File: src/rtl/fetch_stage_pkg.sv
// ---------------------------------------------------------------------------
// fetch_stage_pkg : shared pipeline codes and fetch-target helpers
// Revision 1.0
// ---------------------------------------------------------------------------
`default_nettype none

package fetch_stage_pkg;

  localparam logic [1:0]  PC_SEQ    = 2'd0;
  localparam logic [1:0]  PC_JUMP   = 2'd1;
  localparam logic [1:0]  PC_JR     = 2'd2;
  localparam logic [1:0]  PC_BRANCH = 2'd3;

  localparam logic [31:0] NOP_INSTR = 32'h0000_0000;

  typedef enum logic [1:0] {
    ST_RUN   = 2'd0,
    ST_STALL = 2'd1,
    ST_FLUSH = 2'd2
  } fetch_state_t;

  function automatic logic [31:0] jump_target(input logic [3:0]  region,
                                              input logic [25:0] index);
    return {region, index, 2'b00};
  endfunction

  function automatic logic [31:0] branch_target(input logic [31:0] pc4,
                                                input logic [15:0] imm);
    return pc4 + {{14{imm[15]}}, imm, 2'b00};
  endfunction

endpackage

`default_nettype wire

File: src/rtl/fetch_stage_sat_counter.sv
// ---------------------------------------------------------------------------
// sat_counter : up-counter that sticks at all-ones
// Revision 1.0
// ---------------------------------------------------------------------------
`default_nettype none

module sat_counter #(
  parameter int W = 16
) (
  input  logic         clk,
  input  logic         reset,
  input  logic         inc,
  output logic [W-1:0] count
);

  logic [W-1:0] count_q;
  logic [W-1:0] count_d;

  always_comb begin
    count_d = count_q;
    if (inc && (count_q != {W{1'b1}}))
      count_d = count_q + {{(W-1){1'b0}}, 1'b1};
  end

  always_ff @(posedge clk or posedge reset) begin
    if (reset)
      count_q <= '0;
    else
      count_q <= count_d;
  end

  assign count = count_q;

endmodule

`default_nettype wire

File: src/rtl/fetch_stage.sv
// ---------------------------------------------------------------------------
// fetch_stage : PC register, next-PC selection and IF/ID pipeline register
// Revision 1.0
// ---------------------------------------------------------------------------
`default_nettype none

module fetch_stage
  import fetch_stage_pkg::*;
#(
  parameter logic [31:0] RESET_PC = 32'h0000_0000,
  parameter int          COUNT_W  = 16
) (
  input  logic               clk,
  input  logic               reset,
  input  logic               regIF_en,
  input  logic               regID_en,
  input  logic               nopMux,
  input  logic [1:0]         pcmux,
  input  logic [31:0]        rs_value,
  input  logic [31:0]        imem_data,
  output logic [31:0]        imem_addr,
  output logic [31:0]        instruction_ID,
  output logic [31:0]        pc_plus4_ID,
  output logic               valid_ID,
  output logic [1:0]         fetch_state,
  output logic [COUNT_W-1:0] stall_count,
  output logic [COUNT_W-1:0] flush_count
);

  logic [31:0]  pc_q, pc_d;
  logic [31:0]  instr_q, instr_d;
  logic [31:0]  pc4_id_q, pc4_id_d;
  logic         valid_q, valid_d;
  fetch_state_t state_q;

  logic [31:0]  pc_plus4;
  logic [31:0]  target;
  logic         redirect;

  assign pc_plus4 = pc_q + 32'd4;

  // A frozen or bubbled ID slot must never steer the PC.
  assign redirect = (pcmux != PC_SEQ) && regID_en && valid_q;

  always_comb begin
    target = branch_target(pc4_id_q, instr_q[15:0]);
    case (pcmux)
      PC_JUMP: target = jump_target(pc4_id_q[31:28], instr_q[25:0]);
      PC_JR:   target = rs_value;
      default: target = branch_target(pc4_id_q, instr_q[15:0]);
    endcase
  end

  always_comb begin
    pc_d     = pc_q;
    instr_d  = instr_q;
    pc4_id_d = pc4_id_q;
    valid_d  = valid_q;
    if (redirect) begin
      // No delay slot: the wrong-path word fetched this cycle is dropped.
      pc_d    = target;
      instr_d = NOP_INSTR;
      valid_d = 1'b0;
    end else begin
      if (regIF_en)
        pc_d = pc_plus4;
      if (regID_en) begin
        if (nopMux) begin
          instr_d = NOP_INSTR;
          valid_d = 1'b0;
        end else begin
          instr_d  = imem_data;
          pc4_id_d = pc_plus4;
          valid_d  = 1'b1;
        end
      end
    end
  end

  always_ff @(posedge clk or posedge reset) begin
    if (reset) begin
      pc_q     <= RESET_PC;
      instr_q  <= NOP_INSTR;
      pc4_id_q <= '0;
      valid_q  <= 1'b0;
    end else begin
      pc_q     <= pc_d;
      instr_q  <= instr_d;
      pc4_id_q <= pc4_id_d;
      valid_q  <= valid_d;
    end
  end

  always_ff @(posedge clk or posedge reset) begin
    if (reset)
      state_q <= ST_RUN;
    else if (redirect)
      state_q <= ST_FLUSH;
    else if (!regIF_en)
      state_q <= ST_STALL;
    else
      state_q <= ST_RUN;
  end

  sat_counter #(.W(COUNT_W)) u_stall_cnt (
    .clk   (clk),
    .reset (reset),
    .inc   (!regIF_en && !redirect),
    .count (stall_count)
  );

  sat_counter #(.W(COUNT_W)) u_flush_cnt (
    .clk   (clk),
    .reset (reset),
    .inc   (redirect),
    .count (flush_count)
  );

  assign imem_addr      = pc_q;
  assign instruction_ID = instr_q;
  assign pc_plus4_ID    = pc4_id_q;
  assign valid_ID       = valid_q;
  assign fetch_state    = state_q;

endmodule

`default_nettype wire

File: config.mk
export PLATFORM = sky130hd
export DESIGN_NAME = fetch_stage
export DESIGN_NICKNAME = d
export VERILOG_FILES = /design/src/rtl/fetch_stage_pkg.sv /design/src/rtl/fetch_stage_sat_counter.sv /design/src/rtl/fetch_stage.sv
export SDC_FILE = /design/constraint.sdc
export NUM_CORES = 1
export LEC_CHECK = 0
export ABC_CLOCK_PERIOD_IN_PS = 9130
export BUFFER_PORTS_ARGS = -buffer_cell sky130_fd_sc_hd__buf_2
export CAP_MARGIN = 20
export CORE_ASPECT_RATIO = 0.7
export CORE_MARGIN = 2
export CORE_UTILIZATION = 59
export DETAILED_ROUTE_END_ITERATION = 8
export GPL_TIMING_DRIVEN = 0
export HOLD_SLACK_MARGIN = 0.1
export PLACE_DENSITY = 0.95
export SLEW_MARGIN = 20
export SYNTH_ARGS = -nofsm -noshare
export SYNTH_HDL_FRONTEND = slang
export SYNTH_HIERARCHICAL = 1
export SYNTH_SLANG_ARGS = --single-unit
File: constraint.sdc
create_clock -name clk -period 9.13 [get_ports clk]
set_input_delay 0.913 -clock clk [delete_from_list [all_inputs] [get_ports clk]]
set_output_delay 0.913 -clock clk [all_outputs]
set_load 0.02 [all_outputs]
==> results.txt, run 1 <==
Outcome -> finished, final reports clean
P&R area growth vs syn -> 23.42%
Clock buffer depth -> 2
Syn Area/Cell -> 9.481 um^2
GPL Wtd Cong -> 0.9725
Worst VDD drop -> 0.0001392 V
IO buf count -> 201
Clock-pin slew on the worst setup and hold paths -> 0.06 ns
Grt ovf -> 0
Crit path launch type -> input port
Sequential cell area -> 3278 um^2
Setup TNS -> 0 ns
Largest net degree at the start of global routing -> 68
Leakage power -> 4.756 nW
CTS Hold Bufs -> 0
Area leader, netlist -> dfrtp_1
DRT Pass-1 Iters -> 6
Final clock skew -> 0.01065 ns
DR WL/cell -> 21.38 um
EDFF count, synth -> 0
Max cap viols -> 0
HP Class -> in2async
Slew headroom -> 31.53%
Detailed Route Iter0 Violations -> 1,156
Worst-Margin Slew -> 1.023 ns
Final setup vio count -> 0
Critical path class -> in2reg
Commonest cells post-synth -> dfrtp_1 (131), nor2_1 (66), a21oi_1 (61), xnor2_1 (60), nand2_1 (58)
Via Count -> 8,296
DIE AREA -> 14,890 um^2
Syn Nets -> 973
Post-synth ARST share -> 100.0%
CP max FO -> 16
Count of different cell masters after synthesis -> 69
DRC viols -> 0
GRT Total Usage -> 36.98%
Tightest hold margin -> 0.4749 ns
Pwr/cell area -> 282.2 nW/um^2
Synth Cell Area -> 8210 um^2
CTS H-tree lvls -> 4
RSZ-0062 raised after global routing -> false
Final period util -> 42.40%
Setup crit end kind -> register
Total wire length -> 27.56 mm
Most common cell in the synthesized netlist -> dfrtp_1
Die H -> 102.7 um
Achievable frequency -> 258.3 MHz
Yosys top cell area share -> 39.93%
Initial antenna violation count -> 0
Antenna Nets Post-Route -> 0
CP required -> 9.44 ns
Clock root buffer -> clkbuf_16
Total setup buffers inserted after CTS -> 0
Estimated wirelength of the detail-placed design -> 19.89 mm
FF+latch count, synth -> 131
Die W -> 145.0 um
Largest cells by area after synthesis -> dfrtp_1 (40%), xnor2_1 (6.4%), ha_1 (5.3%), a21oi_1 (3.7%), xor2_1 (3.6%)
I/O pins -> 202
Ratio of cells with drive above 1 in the final layout -> 24.93%
# clock sinks -> 131
Number of fill cells -> 974
Vias in the first global route -> 7,744
Post-cts gate resize count -> 0
Clock latency on the worst-skew pair -> 0.43 ns
Worst Reg-to-Reg Cells -> 10
Starting Density -> 59.76%
TritonCTS clock tree -> built
Ant. Diodes -> 0
Critical Path AT -> 4.18 ns
Post-synth top flop -> dfrtp_1
Core region area -> 13,740 um^2
DR vias/cell -> 6.436
Synth warnings -> 6
Post-synthesis cell count -> 866
First-pass GRT wire length -> 42.38 mm
Post-layout net count -> 1,194
Area of the multi-input gates -> 4666 um^2
Num CTS Buffers -> 17
Max-slew violation count -> 0
Register area share after synthesis -> 39.93%
Final hold vios -> 0
Row count -> 36
Minimum clock period -> 3.871 ns
-- metal layers --
layer	vias to the layer above	wire, um	track usage, %	share of wire (%)
li1	3664	-	-	-
met1	3940	11390	52.29	41
met2	597	11720	54.87	43
met3	95	3557	10.84	13
met4	0	902	12.80	3.3
met5	-	0	0	0
-- path summary, 6_finish.rpt --
path / start / to / slack, ns
setup / recovery: pcmux[0] / u_flush_cnt/count[14] / 5.26
hold / removal: reset / pc_plus4_ID[19] / 0.47
setup reg to reg: instruction_ID[0] / imem_addr[30] / 5.70
hold reg to reg: instruction_ID[29] / instruction_ID[29] / 0.50
max in group asynchronous: reset / imem_addr[30] / 7.99
min in group clk: instruction_ID[29] / instruction_ID[29] / 0.50
-- stage by stage --
step	worst slack (ns)	area (um^2)	std cells	power, mW	util (%)
5_1_grt	5.194	10130	1289	2.998	73.76
4_1_cts	5.433	10130	1289	2.832	73.76
3_5_place_dp	4.985	9487	1258	2.063	69.05
3_3_place_gp	4.437	9454	1257	2.031	68.82
6_report	5.259	10130	1289	2.860	73.76
2_1_floorplan	5.627	8210	866	1.685	-
-- state kept, by name (all words and copies together), names as in the netlist --
register,cells
imem_addr,32
u_flush_cnt/count,16
valid_ID,1
instruction_ID,32
u_stall_cnt/count,16
fetch_state,2
pc_plus4_ID,32
-- critical path, stage by stage --
cell and delay, ns:
buf_2 0.09, inv_1 0.05, ha_1 0.18, nand3b_1 0.35
inv_1 0.21, clkbuf_1 0.56, buf_1 0.80, and4_1 0.40
nand3_1 0.14, nor2_1 0.13, mux2_2 0.34
-- cell families after synthesis --
logic type	share of synthesized area, %
compound gates	21.23
xor+xnor	10.03
fa+ha+maj	5.578
buf+inv	3.246
flops	39.93
mux	1.844
simple gates	18.15
-- cells in the final DEF (no fill, tap or decap), types with 4 or more instances in the layout --
cell	Yosys	final
buf_2	3	204
dfrtp_1	131	131
nor2_1	66	66
a21oi_1	61	61
xnor2_1	60	60
nand2_1	58	58
clkbuf_1	43	43
o21ai_0	41	41
nand3_1	38	38
ha_1	35	35
xor2_1	34	34
a22o_1	33	33
nand4_1	25	25
and3_1	24	24
a21o_1	18	18
clkbuf_16	0	17
inv_1	15	14
o211ai_1	12	12
a221o_1	12	12
a221oi_1	11	11
mux2_2	9	9
a22oi_1	9	9
o21a_1	8	8
and2_1	8	8
and4_1	8	8
a31oi_1	7	7
nor3_1	7	7
o31ai_1	5	5
mux2i_1	5	5
bufinv_16	0	5
o2111ai_1	4	4
nand2b_1	4	4
a31o_2	4	4
or3_1	4	4
-- where the power goes --
| group | switching [mW] | leakage, nW | total (mW) | internal (mW) |
|---|---|---|---|---|
| logic | 0.727 | 2.82 | 1.18 | 0.456 |
| registers | 0.200 | 1.61 | 0.921 | 0.721 |
| clock network | 0.264 | 0.316 | 0.755 | 0.490 |
-- layout make-up --
cell class | count | area share (%)
plain buffers | 51 | 2.037
clock buffers | 18 | 4.334
inverters | 16 | 0.6421
repair buffers | 202 | 10.20
clock inverters | 13 | 2.050
well taps | 190 | 2.346
flip-flops and latches | 131 | 32.35
multi-input cells | 668 | 46.04
Note: power is estimated with default switching activity, not from simulation.
==> run 2, diff against run 1 <==
Settings changed: ABC_AREA from default to 1, ABC_CLOCK_PERIOD_IN_PS 9130 to 3600, CORE_UTILIZATION 59 to 56, PLACE_DENSITY 0.95 to 0.91.
Clock period 9.13 ns to 3.6 ns, I/O delays scaled along.
==> run 2 against run 1 <==
Net effect: sequential share of layout area is 3.4 points lower; sequential cell count stayed put; combinational power is 130% higher; critical endpoint is now imem_addr[25].
==> results.txt, run 2 <==
Outcome -> finished, final reports clean
Commonest non-fill, non-tap cell in the layout -> nand2_1
GRT Total Usage -> 38.18% (+1.2 points)
Met3 GRT Util -> 14.89% (+4.1 points)
Worst-Margin Slew -> 0.9009 ns (-0.1223 ns)
Starting Density -> 57.50% (-2.3 points)
Post-synthesis cell count -> 1,387 (+60%)
Clock latency on the worst-skew pair -> 0.43 ns (about the same)
Post-synth top flop -> dfrtp_1
GR Util met1 -> 52.24% (-0.053 points)
Register area share after synthesis -> 34.87% (-5.1 points)
Final clock skew -> 0.01196 ns (+0.001307 ns)
Pwr/cell area -> 599.4 nW/um^2 (+110%)
Leakage power -> 6.115 nW (+29%)
Yosys top cell area share -> 34.87% (-5.1 points)
P&R area growth vs syn -> 20.35%
Die H -> 112.4 um (+9.5%)
Crit path launch type -> register
Post-layout net count -> 1,716 (+44%)
Max cap viols -> 0 (unchanged)
Clock buffer depth -> 2 (unchanged)
Critical Path AT -> 3.12 ns (-1.06 ns)
Final hold vios -> 0 (unchanged)
Origin of the critical flop-to-flop path -> instruction_ID[15]
DIE AREA -> 17,860 um^2 (+20%)
GPL Wtd Cong -> 1.048 (+7.8%)
Clock-pin slew on the worst setup and hold paths -> 0.07 ns (about the same)
Row count -> 39 (+8.3%)
HP Class -> in2reg
Critical path class -> reg2reg
DRT Pass-1 Iters -> 7 (+1)
I/O pins -> 202 (unchanged)
Count of different cell masters after synthesis -> 42 (-39%)
Via Count -> 10,660 (+29%)
Minimum clock period -> 2.749 ns
Ant. Diodes -> 0 (unchanged)
Commonest cells post-synth -> nand2_1 (512), inv_1 (173), dfrtp_1 (131), nand3_1 (105), nor2_1 (95)
EDFF count, synth -> 0 (unchanged)
CTS H-tree lvls -> 4 (unchanged)
Area leader, netlist -> dfrtp_1
Total wire length -> 33.77 mm (+23%)
Post-synth ARST share -> 100.0% (unchanged)
IO buf count -> 201 (unchanged)
RSZ-0062 raised after global routing -> false
DR WL/cell -> 18.28 um (-15%)
FF+latch count, synth -> 131 (unchanged)
TritonCTS clock tree -> built
Largest cells by area after synthesis -> dfrtp_1 (35%), nand2_1 (20%), inv_1 (6.9%), nand3_1 (5.6%), ha_1 (4.7%)
Syn Area/Cell -> 6.777 um^2 (-29%)
Ratio of cells with drive above 1 in the final layout -> 18.74% (-6.2 points)
GR Layer Usage met2 -> 55.02% (+0.15 points)
Vias in the first global route -> 9,946 (+28%)
Grt ovf -> 0 (unchanged)
Largest net degree at the start of global routing -> 64 (-5.9%)
Crit path cell chain -> ha_1 > nand2_1 > inv_1 > a21oi_1 > inv_1 > a21oi_1 > nand3_1 > nand2_1 > nand3_1 > nand2_1 > nand2_1 > nand2_1
Synth warnings -> 6 (unchanged)
# clock sinks -> 131 (unchanged)
Final setup vio count -> 0 (unchanged)
CP max FO -> 18 (+2)
Detailed Route Iter0 Violations -> 1,256 (+8.7%)
DRC viols -> 0 (unchanged)
Setup TNS -> 0 ns (unchanged)
Synth Cell Area -> 9400 um^2 (+14%)
Reg-to-reg slack, setup -> 0.85 ns (-4.85 ns)
Setup crit end kind -> register
Initial antenna violation count -> 3 (+3)
Worst VDD drop -> 0.0004741 V (+240%)
Achievable frequency -> 363.8 MHz
Slowest library cell on the worst path -> dfrtp_1
Num CTS Buffers -> 17 (unchanged)
Worst Reg-to-Reg Cells -> 12 (+2)
Worst setup endpoint -> imem_addr[25]
Total power -> 6.781 mW (+140%)
Crit path from -> instruction_ID[15]
Commonest cells after routing, fill and taps aside -> nand2_1 (512), buf_2 (208), inv_1 (172)
Clock root buffer -> clkbuf_16
First-pass GRT wire length -> 52.67 mm (+24%)
GRT Max-Usage Layer -> met2
Antenna Nets Post-Route -> 0 (unchanged)
Estimated wirelength of the detail-placed design -> 26.13 mm (+31%)
Total setup buffers inserted after CTS -> 0 (unchanged)
Delay-heaviest family, CP -> simple AND/OR/NAND/NOR gates
Max stage delay on crit path -> 0.85 ns (+0.05 ns)
Die W -> 158.9 um (+9.6%)
Final period util -> 76.35%
DR vias/cell -> 5.774 (-10%)
Sum of buffers and inverters on the critical path -> 2 (-3)
R2r endpoint -> imem_addr[25]
Slew headroom -> 39.94% (+8.4 points)
Core region area -> 16,350 um^2 (+19%)
Most common cell in the synthesized netlist -> nand2_1
CP most frequent cell -> nand2_1
Crit path depth -> 12 (+1)
Syn Nets -> 1,494 (+54%)
Max-slew violation count -> 0 (unchanged)
CP required -> 3.97 ns (-5.47 ns)
[run 2: cell count changes after synthesis, sizes merged, moves of 20 or more]
cell,previous run,this run
nand2,61,524
inv,15,179
nand3,39,107
xnor2,60,8
nor2,66,113
a21oi,62,36
and3,26,1
clkbuf,43,20
o21ai,43,63
[run 2: worst min-delay path: cells and delay by family]
family	cells	cell delay, ns
buffers and inverters	1	0.08
and+or+nand+nor	2	0.08
[run 2: stage by stage]
stage	utilization (%)	setup WS [ns]	hold slack (ns)	area (um^2)	instances
after floorplan	-	0.6496	0.2737	9400	1387
after CTS	69.21	0.9738	0.1147	11310	1847
after detailed placement	65.58	0.8773	0.3947	10720	1814
after global placement	65.38	-0.5469	0.4800	10690	1813
final	69.21	0.8512	0.1162	11310	1847
after global routing	69.21	0.6432	0.1280	11310	1847
[run 2: how the worst min path moves through the flow]
stage	startpoint	slack, ns	to	depth (start not counted)
3_3_place_gp	pc_plus4_ID[1]	0.48	pc_plus4_ID[1]	2
2_1_floorplan	reset	0.27	u_flush_cnt/count[0]	1
4_1_cts	imem_data[16]	0.11	instruction_ID[16]	3
6_report	imem_data[16]	0.12	instruction_ID[16]	3
3_5_place_dp	reset	0.39	imem_addr[26]	2
5_1_grt	imem_data[3]	0.13	instruction_ID[3]	2
[run 2: logic make-up after synthesis]
logic type	Yosys count	share of synthesized area [%]
buffers and inverters	213	8.918
flip-flops	131	34.87
AND/OR/NAND/NOR	809	37.08
adder cells (fa/ha/maj)	36	4.872
XOR/XNOR	27	2.516
AO/OA/AOI/OAI	171	11.74
[run 2: layer usage]
metal / share of wire [%] / wire length, um
met5: 0.039 / 13
met4: 3.5 / 1169
met3: 13 / 4476
met2: 41 / 13850
met1: 42 / 14250
[run 2: layout make-up]
class | instances | area [um^2]
fill | 1396 | 5034
multi-input combinational | 1043 | 5284
tap | 225 | 281.5
timing repair buffer | 203 | 1044
inverter | 180 | 680.7
buffer | 33 | 162.7
clock buffer | 18 | 429.2
clock inverter | 14 | 153.9
sequential | 131 | 3278
[run 2: repair_timing]
| item | CTS | global route |
|---|---|---|
| resized for setup | 0 | 0 |
| endpoints found under the hold margin | 68 | 0 |
| hold buffers | 1 | 0 |
[run 2: power breakdown]
group	leakage (nW)	internal [mW]	switching, mW
logic	4.17	0.884	1.86
clock network	0.278	1.03	0.729
registers	1.67	1.79	0.486
total	6.12	3.71	3.08
